`src/rtl/arc4_ct_writer_if.sv`:
```
// Handshake/bus bundle for arc4_ct_writer: start/length, pt and ks
// streams, and the CT memory write port.
interface arc4_ct_writer_if;
    logic       en;
    logic       rdy;
    logic [7:0] len;
    logic       pt_valid;
    logic       pt_ready;
    logic [7:0] pt_data;
    logic       ks_valid;
    logic       ks_ready;
    logic [7:0] ks_data;
    logic [7:0] ct_addr;
    logic [7:0] ct_wrdata;
    logic       ct_wren;
    logic       done;

    modport master (
        output en, len, pt_valid, pt_data, ks_valid, ks_data,
        input  rdy, pt_ready, ks_ready, ct_addr, ct_wrdata, ct_wren, done
    );

    modport slave (
        input  en, len, pt_valid, pt_data, ks_valid, ks_data,
        output rdy, pt_ready, ks_ready, ct_addr, ct_wrdata, ct_wren, done
    );
endinterface

```
`src/rtl/arc4_ct_writer.sv`:
```
// Writes length header then pt^ks bytes into a 256x8 CT memory.
// Optional trailing XOR checksum byte: define ARC4_CT_CHECKSUM_EN.
module arc4_ct_writer #(
    parameter logic [7:0] BASE_ADDR = 8'h00
) (
    input  logic             clk,
    input  logic             rst,
    arc4_ct_writer_if.slave  io
);
    typedef enum logic [2:0] {
        S_IDLE,
        S_HDR,
        S_STREAM,
`ifdef ARC4_CT_CHECKSUM_EN
        S_CSUM,
`endif
        S_FIN
    } state_t;

    state_t     r_state, w_state;
    logic [7:0] r_len, w_len;
    logic [7:0] r_k, w_k;
    logic [7:0] r_addr, w_addr;
    logic [7:0] r_data, w_data;
    logic       r_wren, w_wren;
    logic       r_done, w_done;
    logic       w_hs;
`ifdef ARC4_CT_CHECKSUM_EN
    logic [7:0] r_csum, w_csum;
`endif

    // Both streams move together; neither is consumed alone.
    assign w_hs        = (r_state == S_STREAM) & io.pt_valid & io.ks_valid;
    assign io.rdy      = (r_state == S_IDLE);
    assign io.pt_ready = w_hs;
    assign io.ks_ready = w_hs;
    assign io.ct_addr   = r_addr;
    assign io.ct_wrdata = r_data;
    assign io.ct_wren   = r_wren;
    assign io.done      = r_done;

    always_comb begin
        w_state = r_state;
        w_len   = r_len;
        w_k     = r_k;
        w_addr  = r_addr;
        w_data  = r_data;
        w_wren  = 1'b0;
        w_done  = 1'b0;
`ifdef ARC4_CT_CHECKSUM_EN
        w_csum  = r_csum;
`endif
        unique case (r_state)
            S_IDLE: begin
                if (io.en) begin
                    w_len   = io.len;
                    w_k     = 8'h00;
                    w_state = S_HDR;
`ifdef ARC4_CT_CHECKSUM_EN
                    w_csum  = 8'h00;
`endif
                end
            end
            S_HDR: begin
                w_wren = 1'b1;
                w_addr = BASE_ADDR;
                w_data = r_len;
                if (r_len == 8'h00) begin
`ifdef ARC4_CT_CHECKSUM_EN
                    w_state = S_CSUM;
`else
                    w_state = S_FIN;
                    w_done  = 1'b1;
`endif
                end else begin
                    w_state = S_STREAM;
                end
            end
            S_STREAM: begin
                if (w_hs) begin
                    w_k    = r_k + 8'd1;
                    w_addr = BASE_ADDR + w_k;
                    w_data = io.pt_data ^ io.ks_data;
                    w_wren = 1'b1;
`ifdef ARC4_CT_CHECKSUM_EN
                    w_csum = r_csum ^ w_data;
`endif
                    if (w_k == r_len) begin
`ifdef ARC4_CT_CHECKSUM_EN
                        w_state = S_CSUM;
`else
                        w_state = S_FIN;
                        w_done  = 1'b1;
`endif
                    end
                end
            end
`ifdef ARC4_CT_CHECKSUM_EN
            S_CSUM: begin
                w_wren  = 1'b1;
                w_addr  = BASE_ADDR + r_len + 8'd1;
                w_data  = r_csum;
                w_done  = 1'b1;
                w_state = S_FIN;
            end
`endif
            S_FIN: begin
                w_state = S_IDLE;
            end
            default: begin
                w_state = S_IDLE;
            end
        endcase
    end

    always_ff @(posedge clk) begin
        if (rst) begin
            r_state <= S_IDLE;
            r_len   <= 8'h00;
            r_k     <= 8'h00;
            r_addr  <= 8'h00;
            r_data  <= 8'h00;
            r_wren  <= 1'b0;
            r_done  <= 1'b0;
`ifdef ARC4_CT_CHECKSUM_EN
            r_csum  <= 8'h00;
`endif
        end else begin
            r_state <= w_state;
            r_len   <= w_len;
            r_k     <= w_k;
            r_addr  <= w_addr;
            r_data  <= w_data;
            r_wren  <= w_wren;
            r_done  <= w_done;
`ifdef ARC4_CT_CHECKSUM_EN
            r_csum  <= w_csum;
`endif
        end
    end
endmodule

```
`src/flat_wrapper.sv`:
```
// flat-port wrapper written by rule: the top's interface ports become plain ports
module arc4_ct_writer_flat 
#(
    parameter logic [7:0] BASE_ADDR = 8'h00
)
  (clk, rst, io_en, io_len, io_pt_valid, io_pt_data, io_ks_valid, io_ks_data, io_rdy, io_pt_ready, io_ks_ready, io_ct_addr, io_ct_wrdata, io_ct_wren, io_done);
  arc4_ct_writer_if io_i ();
  input  logic clk;
  input  logic rst;
  input wire logic [$bits(io_i.en)-1:0] io_en;
  input wire logic [$bits(io_i.len)-1:0] io_len;
  input wire logic [$bits(io_i.pt_valid)-1:0] io_pt_valid;
  input wire logic [$bits(io_i.pt_data)-1:0] io_pt_data;
  input wire logic [$bits(io_i.ks_valid)-1:0] io_ks_valid;
  input wire logic [$bits(io_i.ks_data)-1:0] io_ks_data;
  output wire logic [$bits(io_i.rdy)-1:0] io_rdy;
  output wire logic [$bits(io_i.pt_ready)-1:0] io_pt_ready;
  output wire logic [$bits(io_i.ks_ready)-1:0] io_ks_ready;
  output wire logic [$bits(io_i.ct_addr)-1:0] io_ct_addr;
  output wire logic [$bits(io_i.ct_wrdata)-1:0] io_ct_wrdata;
  output wire logic [$bits(io_i.ct_wren)-1:0] io_ct_wren;
  output wire logic [$bits(io_i.done)-1:0] io_done;
  assign io_i.en = io_en;
  assign io_i.len = io_len;
  assign io_i.pt_valid = io_pt_valid;
  assign io_i.pt_data = io_pt_data;
  assign io_i.ks_valid = io_ks_valid;
  assign io_i.ks_data = io_ks_data;
  assign io_rdy = io_i.rdy;
  assign io_pt_ready = io_i.pt_ready;
  assign io_ks_ready = io_i.ks_ready;
  assign io_ct_addr = io_i.ct_addr;
  assign io_ct_wrdata = io_i.ct_wrdata;
  assign io_ct_wren = io_i.ct_wren;
  assign io_done = io_i.done;
  arc4_ct_writer #(.BASE_ADDR(BASE_ADDR)) u_core (.clk(clk), .rst(rst), .io(io_i));
endmodule
```
`config.mk`:
```
export PLATFORM = sky130hd
export DESIGN_NAME = arc4_ct_writer_flat
export DESIGN_NICKNAME = d
export VERILOG_FILES = /design/src/rtl/arc4_ct_writer_if.sv /design/src/rtl/arc4_ct_writer.sv /design/src/flat_wrapper.sv
export SDC_FILE = /design/constraint.sdc
export NUM_CORES = 1
export LEC_CHECK = 0
export ABC_CLOCK_PERIOD_IN_PS = 1700
export BUFFER_PORTS_ARGS = -buffer_cell sky130_fd_sc_hd__clkbuf_2
export CORE_MARGIN = 2
export CORE_UTILIZATION = 45
export CTS_BUF_LIST = sky130_fd_sc_hd__clkbuf_8
export CTS_CLUSTER_SIZE = 12
export DETAILED_ROUTE_END_ITERATION = 8
export HOLD_SLACK_MARGIN = 0.08
export PLACE_DENSITY = 0.78
export SYNTH_ARGS = -nofsm -noshare
export SYNTH_HDL_FRONTEND = slang
export SYNTH_SLANG_ARGS = --single-unit
```
`constraint.sdc`:
```
create_clock -name clk -period 1.7 [get_ports clk]
set_input_delay 0.255 -clock clk [delete_from_list [all_inputs] [get_ports clk]]
set_output_delay 0.255 -clock clk [all_outputs]
set_load 0.1 [all_outputs]
```
======== After elaboration in Yosys (flattened, before gate mapping) ========
Cells that the tools add are included.
storage, ports and cells
  register bits after elaboration ......... 37
  bits of input ports ..................... 29
  output and inout bits ................... 21
  word-level logic and storage cells ...... 42
operators by class
  add/sub/neg operators ................... 1
  equality and inequality tests ........... 6
  muxes and demuxes ....................... 17
  bitwise operators ....................... 3
  reduce and logical (&&, ||, !) cells .... 8
operators by type and width
  operator             number
  $pmux 8 s2           3
  $mux 8               3
  $mux 3               3
  $pmux 3 s3           1
  $add 8x1->8 const B  1
  $eq 8x8->1           1
  $logic_not 8->1      1
  $xor 8x8->8          1
  $ne 2x2->1 const B   3
  $reduce_and 3->1     2
  $mux 1               5
  $pmux 1 s2           2
  $reduce_and 2->1     2
  $reduce_bool 2->1    2
  $eq 3x1->1 const B   1
  $eq 3x2->1 const B   1
  $logic_not 3->1      1
  $and 1x1->1          2

======== Depth between registers and ports, before layout ========
  word-level depth ........................ 5
  gate-level depth with buffers ........... 10
  gate-level depth less buffers ........... 8

======== Worst setup path after synthesis ========
Ideal clock, no wire load.
  path type ............................... reg2reg
  start point ............................. register u_core.r_state[0]
  end point ............................... register u_core.r_k[6]
  setup time .............................. 0.071 ns
  arrival ................................. 2.265 ns
  required time ........................... 1.629 ns
  setup slack ............................. -0.635 ns
  cell stages (with the launch flop) ...... 8
  path buffers ............................ 1
  clock period less this slack ............ 2.335 ns
  cell sequence ........................... dfxtp_1 > inv_1 > ha_1 > nor2_1 > or3_4 > buf_6 > or3_1 > a21oi_1
on the way
  elaborated cells on any way between the ends .. 9
  classes of those cells .................. eq/ne: 3; mux: 1; bitwise: 2; reduce/logical: 3
RTL lines
  element                                                           line                   source
  start, declared                                                   arc4_ct_writer.sv:20   state_t r_state, w_state;
  start signal, assigned                                            arc4_ct_writer.sv:129  r_state <= w_state;
  $logic_not 3->1 (*)                                               --
  net io_rdy                                                        flat_wrapper.sv:16     output wire logic [$bits(io_i.rdy)-1:0] io_rdy;
  $ne 2x2->1 (no source line) or $reduce_bool 2->1 (tied branches)  --
  $reduce_and 3->1 (no source line)                                 --
  end signal, assigned                                              arc4_ct_writer.sv:131  r_k <= w_k;
  end, declared                                                     arc4_ct_writer.sv:22   logic [7:0] r_k, w_k;
Mark *: on every way through the listed nets, which the timed path passes. The rest lies on a longest branch.
A chain may end at the register's enable or synchronous reset.

======== Final worst setup path ========
  start point ............................. register u_core.r_state[1]
  end point ............................... register u_core.r_k[7]
on the way
  cells in the longest elaborated chain, start to end .. 5
  elaborated cells on any way between the ends .. 9
  classes of those cells .................. eq/ne: 3; mux: 1; bitwise: 2; reduce/logical: 3
ends and longest elaborated chain
  element                            line                                        source
  $eq 3x2->1                         arc4_ct_writer.sv:33, arc4_ct_writer.sv:53
  $and 1x1->1 (2 in a row)           arc4_ct_writer.sv:33                        assign w_hs = (r_state == S_STREAM) & io.pt_valid & io.ks_valid;
  $ne 2x2->1 (no source line)        --
  $reduce_and 3->1 (no source line)  --
Several ways; a longest one is shown, not always the timed one.

==> summary.log <==
[route] average detailed-routed wire length per instance 14.7 um
[route] vias per cell 5.52
[worst_setup_path] crit path capture type register
[place] last weighted congestion value of the routability-driven placer 0.916
[place] post-detailed-placement cell area 0.00252 mm2
[timing] worst slew margin relative to its limit 0.636
[route] DRC 0
[timing] post-route setup TNS -0.0452 ns
[clocking] count of hold-fix buffers inserted at cts 0
[global_routing] GRT Resource Usage Total 0.220
[place] final HPWL from detailed placement 3800 um
[layout] Final #Nets 357
[layout] final design instance area without fill 0.00281 mm2
[timing] final setup violation count 1
[global_routing] global-route wire length before repair 8990 um
[layout] Non-Filler Instances 376
[clocking] CTS tree yes
[clocking] clk buf depth 2
[place] buffers added on ports 49
[layout] post-layout utilization of the core 0.644
[worst_setup_path] CP Data Arrival Time 1.97 ns
[power] peak ir drop on the vdd network 896 uV
[route] number of nets with antenna violations after detailed routing 0
[worst_setup_path] critical path fanouts, max 5
[layout] commonest non-fill, non-tap cell in the layout clkbuf_2
[flow_run] number of violations of the max-capacitance limit 0
[synthesis] Unique masters post-synth 46
[timing] Post-Route Hold Slack 0.196 ns
[synthesis] count of mapped cells out of synthesis 249
[worst_setup_path] data required time at the worst endpoint 1.93 ns
[floorplan] Die Height 71.3 um
[timing] highest clock rate 0.573 GHz
[status] failing checks setup timing
[power] leakage power of the design 0.00118 uW
[worst_setup_path] CP max-delay cell or4_4
[synthesis] mapped cell area 0.00204 mm2
[timing] slew at the pin with the worst max-slew slack 0.548 ns
[synthesis] number of flops mapped to enable cells by yosys 0
[worst_setup_path] Worst Setup Start Kind register
[worst_setup_path] max incr delay on CP 0.43 ns
[floorplan] top-level port count 50
[synthesis] Synthesized Nets 283
[timing] minimum period implied by the final worst setup slack 1.75 ns
[synthesis] register bit count reported by yosys 36
[floorplan] die area 0.00508 mm2
[route] final WL 5530 um
[clocking] deepest level of the CTS H-tree 2
[route] number of vias after detailed routing 2077
[clocking] number of buffers added by the clock tree synthesis step 5
[timing] worst-case setup margin in the final layout -0.0452 ns
[global_routing] largest net degree at the start of global routing 28
[synthesis] ys flop type dfxtp_1
[layout] number of fill cells in the layout 353
[place] number of cells after detailed placement 360
[power] total power density per cell area 1250 mW/mm2
[floorplan] Initial Util 0.468
[timing] unrepaired setup endpoints after global routing true
[route] number of DRC markers after the initial detailed-route iteration 148
[floorplan] standard-cell rows 24
[clocking] insertion delay of the later-clocked pin in the worst-skew pair 0.29 ns
[clocking] clock-pin slew on the worst setup and hold paths 0.07 ns
[route] DR pass1 iterations 5
[synthesis] YS warnings 0
[clocking] Root Buffer Master clkbuf_8
[synthesis] proportion of synthesized chip area in sequential cells 0.354
[synthesis] average footprint of a synthesized cell 8.19 um2
[floorplan] floorplan die width 71.3 um
[layout] top library cells by usage in the layout, fill and taps aside clkbuf_2, nor2_1, buf_4
[layout] ratio of cells with drive above 1 in the final layout 0.395
[global_routing] number of antenna violations at the first check in global routing 0
[timing] max-slew violation count 0
[layout] number of diodes 0
[timing] final period utilization 1.03
[timing] number of failing hold endpoints at the final stage 0
[layout] P&R area growth vs syn 37.6%
[synthesis] fraction of registers with async set or reset after synthesis 0
[status] outcome complete, but fails checks
[timing] clock tree skew after final layout 0.00365 ns
[hold_path] classification of the worst-slack hold path input pin to register
[global_routing] total grt overflow 0
[clocking] clock net sink count 36
[worst_setup_path] type of the worst setup path register to register
[worst_setup_path] cells along the critical path inv_4 -> ha_4 -> nor2b_4 -> or3_4 -> or4_4 -> a21oi_2
[floorplan] placeable core region 0.00435 mm2
[global_routing] via count of the first global-routing pass 1985
[cell usage after synthesis, types with 2 or more instances]
| cell | number | area (um2) |
|---|---|---|
| nand4_1 | 3 | 18.8 |
| nor2b_1 | 2 | 12.5 |
| xnor2_1 | 14 | 123 |
| a21oi_1 | 28 | 140 |
| nand3_1 | 14 | 70.1 |
| o21ai_0 | 6 | 30.0 |
| dfxtp_1 | 36 | 721 |
| inv_1 | 6 | 22.5 |
| buf_4 | 3 | 22.5 |
| or3_1 | 5 | 31.3 |
| nand2_1 | 11 | 41.3 |
| nor2_1 | 39 | 146 |
| a22oi_1 | 8 | 60.1 |
| xor2_1 | 6 | 52.6 |
| a211oi_1 | 10 | 75.1 |
| nand2b_1 | 8 | 50.1 |
| mux2i_1 | 3 | 30.0 |
| buf_6 | 3 | 33.8 |
| and2b_1 | 2 | 15.0 |
| a2bb2oi_1 | 2 | 17.5 |
| buf_2 | 5 | 25.0 |
| clkbuf_1 | 7 | 26.3 |
| ha_1 | 5 | 62.6 |
[worst max-delay path: cells and delay by family, from the launching register on]
| family | cells | cell delay [ns] |
|---|---|---|
| and+or+nand+nor | 3 | 0.96 |
| DFF | 1 | 0.39 |
| adders and majority gates | 1 | 0.16 |
| AOI/OAI and AO/OA | 1 | 0.13 |
| buffers and inverters | 1 | 0.05 |
[layer usage]
metal  vias to the layer above  GRT usage  routed length [um]  part of all wire
li1                       1021          -                   -                 -
met1                       959      0.268                2260              0.41
met2                        86      0.386                2820              0.51
met3                        11     0.0436                 360             0.065
met4                         0     0.0776                  84             0.015
met5                         -          0                   0                 0
[repair_timing]
item | 4_1_cts | 5_1_grt
buffers inserted | 3 | 4
cloned | 1 | 0
endpoints found under the setup margin | 14 | 18
resized for setup | 14 | 20
pin swaps | 4 | 7
[flip-flops by register name, summed over array words and instances (netlist names)]
name / cells
u_core.io.ct_addr: 8
u_core.io.ct_wrdata: 8
u_core.io.ct_wren: 1
u_core.io.done: 1
u_core.r_k: 8
u_core.r_len: 8
u_core.r_state: 2
[kinds of logic (layout without fill, tap and decap cells)]
kind of cell             after synthesis  in the layout  share of synthesized area
XOR/XNOR                              20             20                     0.0859
AO/OA/AOI/OAI                         62             62                      0.196
AND/OR/NAND/NOR                       98             99                      0.254
flip-flops                            36             36                      0.354
multiplexers                           3              3                     0.0147
adder cells (fa/ha/maj)                5              5                     0.0307
buffers and inverters                 25             99                     0.0657
[report_power, final]
part           total [uW]  leakage (uW)  switching [uW]  internal [uW]
logic                1730      0.000823            1110            619
registers            1030      0.000296            90.6            943
clock network         742     0.0000593             313            429
total                3500       0.00118            1510           1990
[final timing paths]
kind                             to  slack [ns]                    from  cells after the start
max                   u_core.r_k[7]       -0.05       u_core.r_state[1]                      6
min                 u_core.r_len[6]        0.20               io_len[6]                      3
max reg2reg           u_core.r_k[7]       -0.05       u_core.r_state[1]                      6
min reg2reg  u_core.io.ct_wrdata[5]        0.50  u_core.io.ct_wrdata[5]                      2
[metrics by stage]
step	worst slack (ns)	power [uW]
6_report	-0.0452	3500
2_1_floorplan	-0.0844	2190
5_1_grt	-0.0908	3690
3_5_place_dp	-0.0737	2630
4_1_cts	-0.0217	3440
3_3_place_gp	-0.00502	2600
[area by class of cell]
type / instances / area (um2) / share of cell area
sequential: 36 / 733 / 0.261
clock inverter: 3 / 38.8 / 0.0138
tap: 52 / 65.1 / 0.0232
inverter: 6 / 30.0 / 0.0107
multi-input combinational: 189 / 1300 / 0.463
timing repair buffer: 85 / 572 / 0.204
clock buffer: 5 / 68.8 / 0.0245
(Power assumes the default switching activity.)
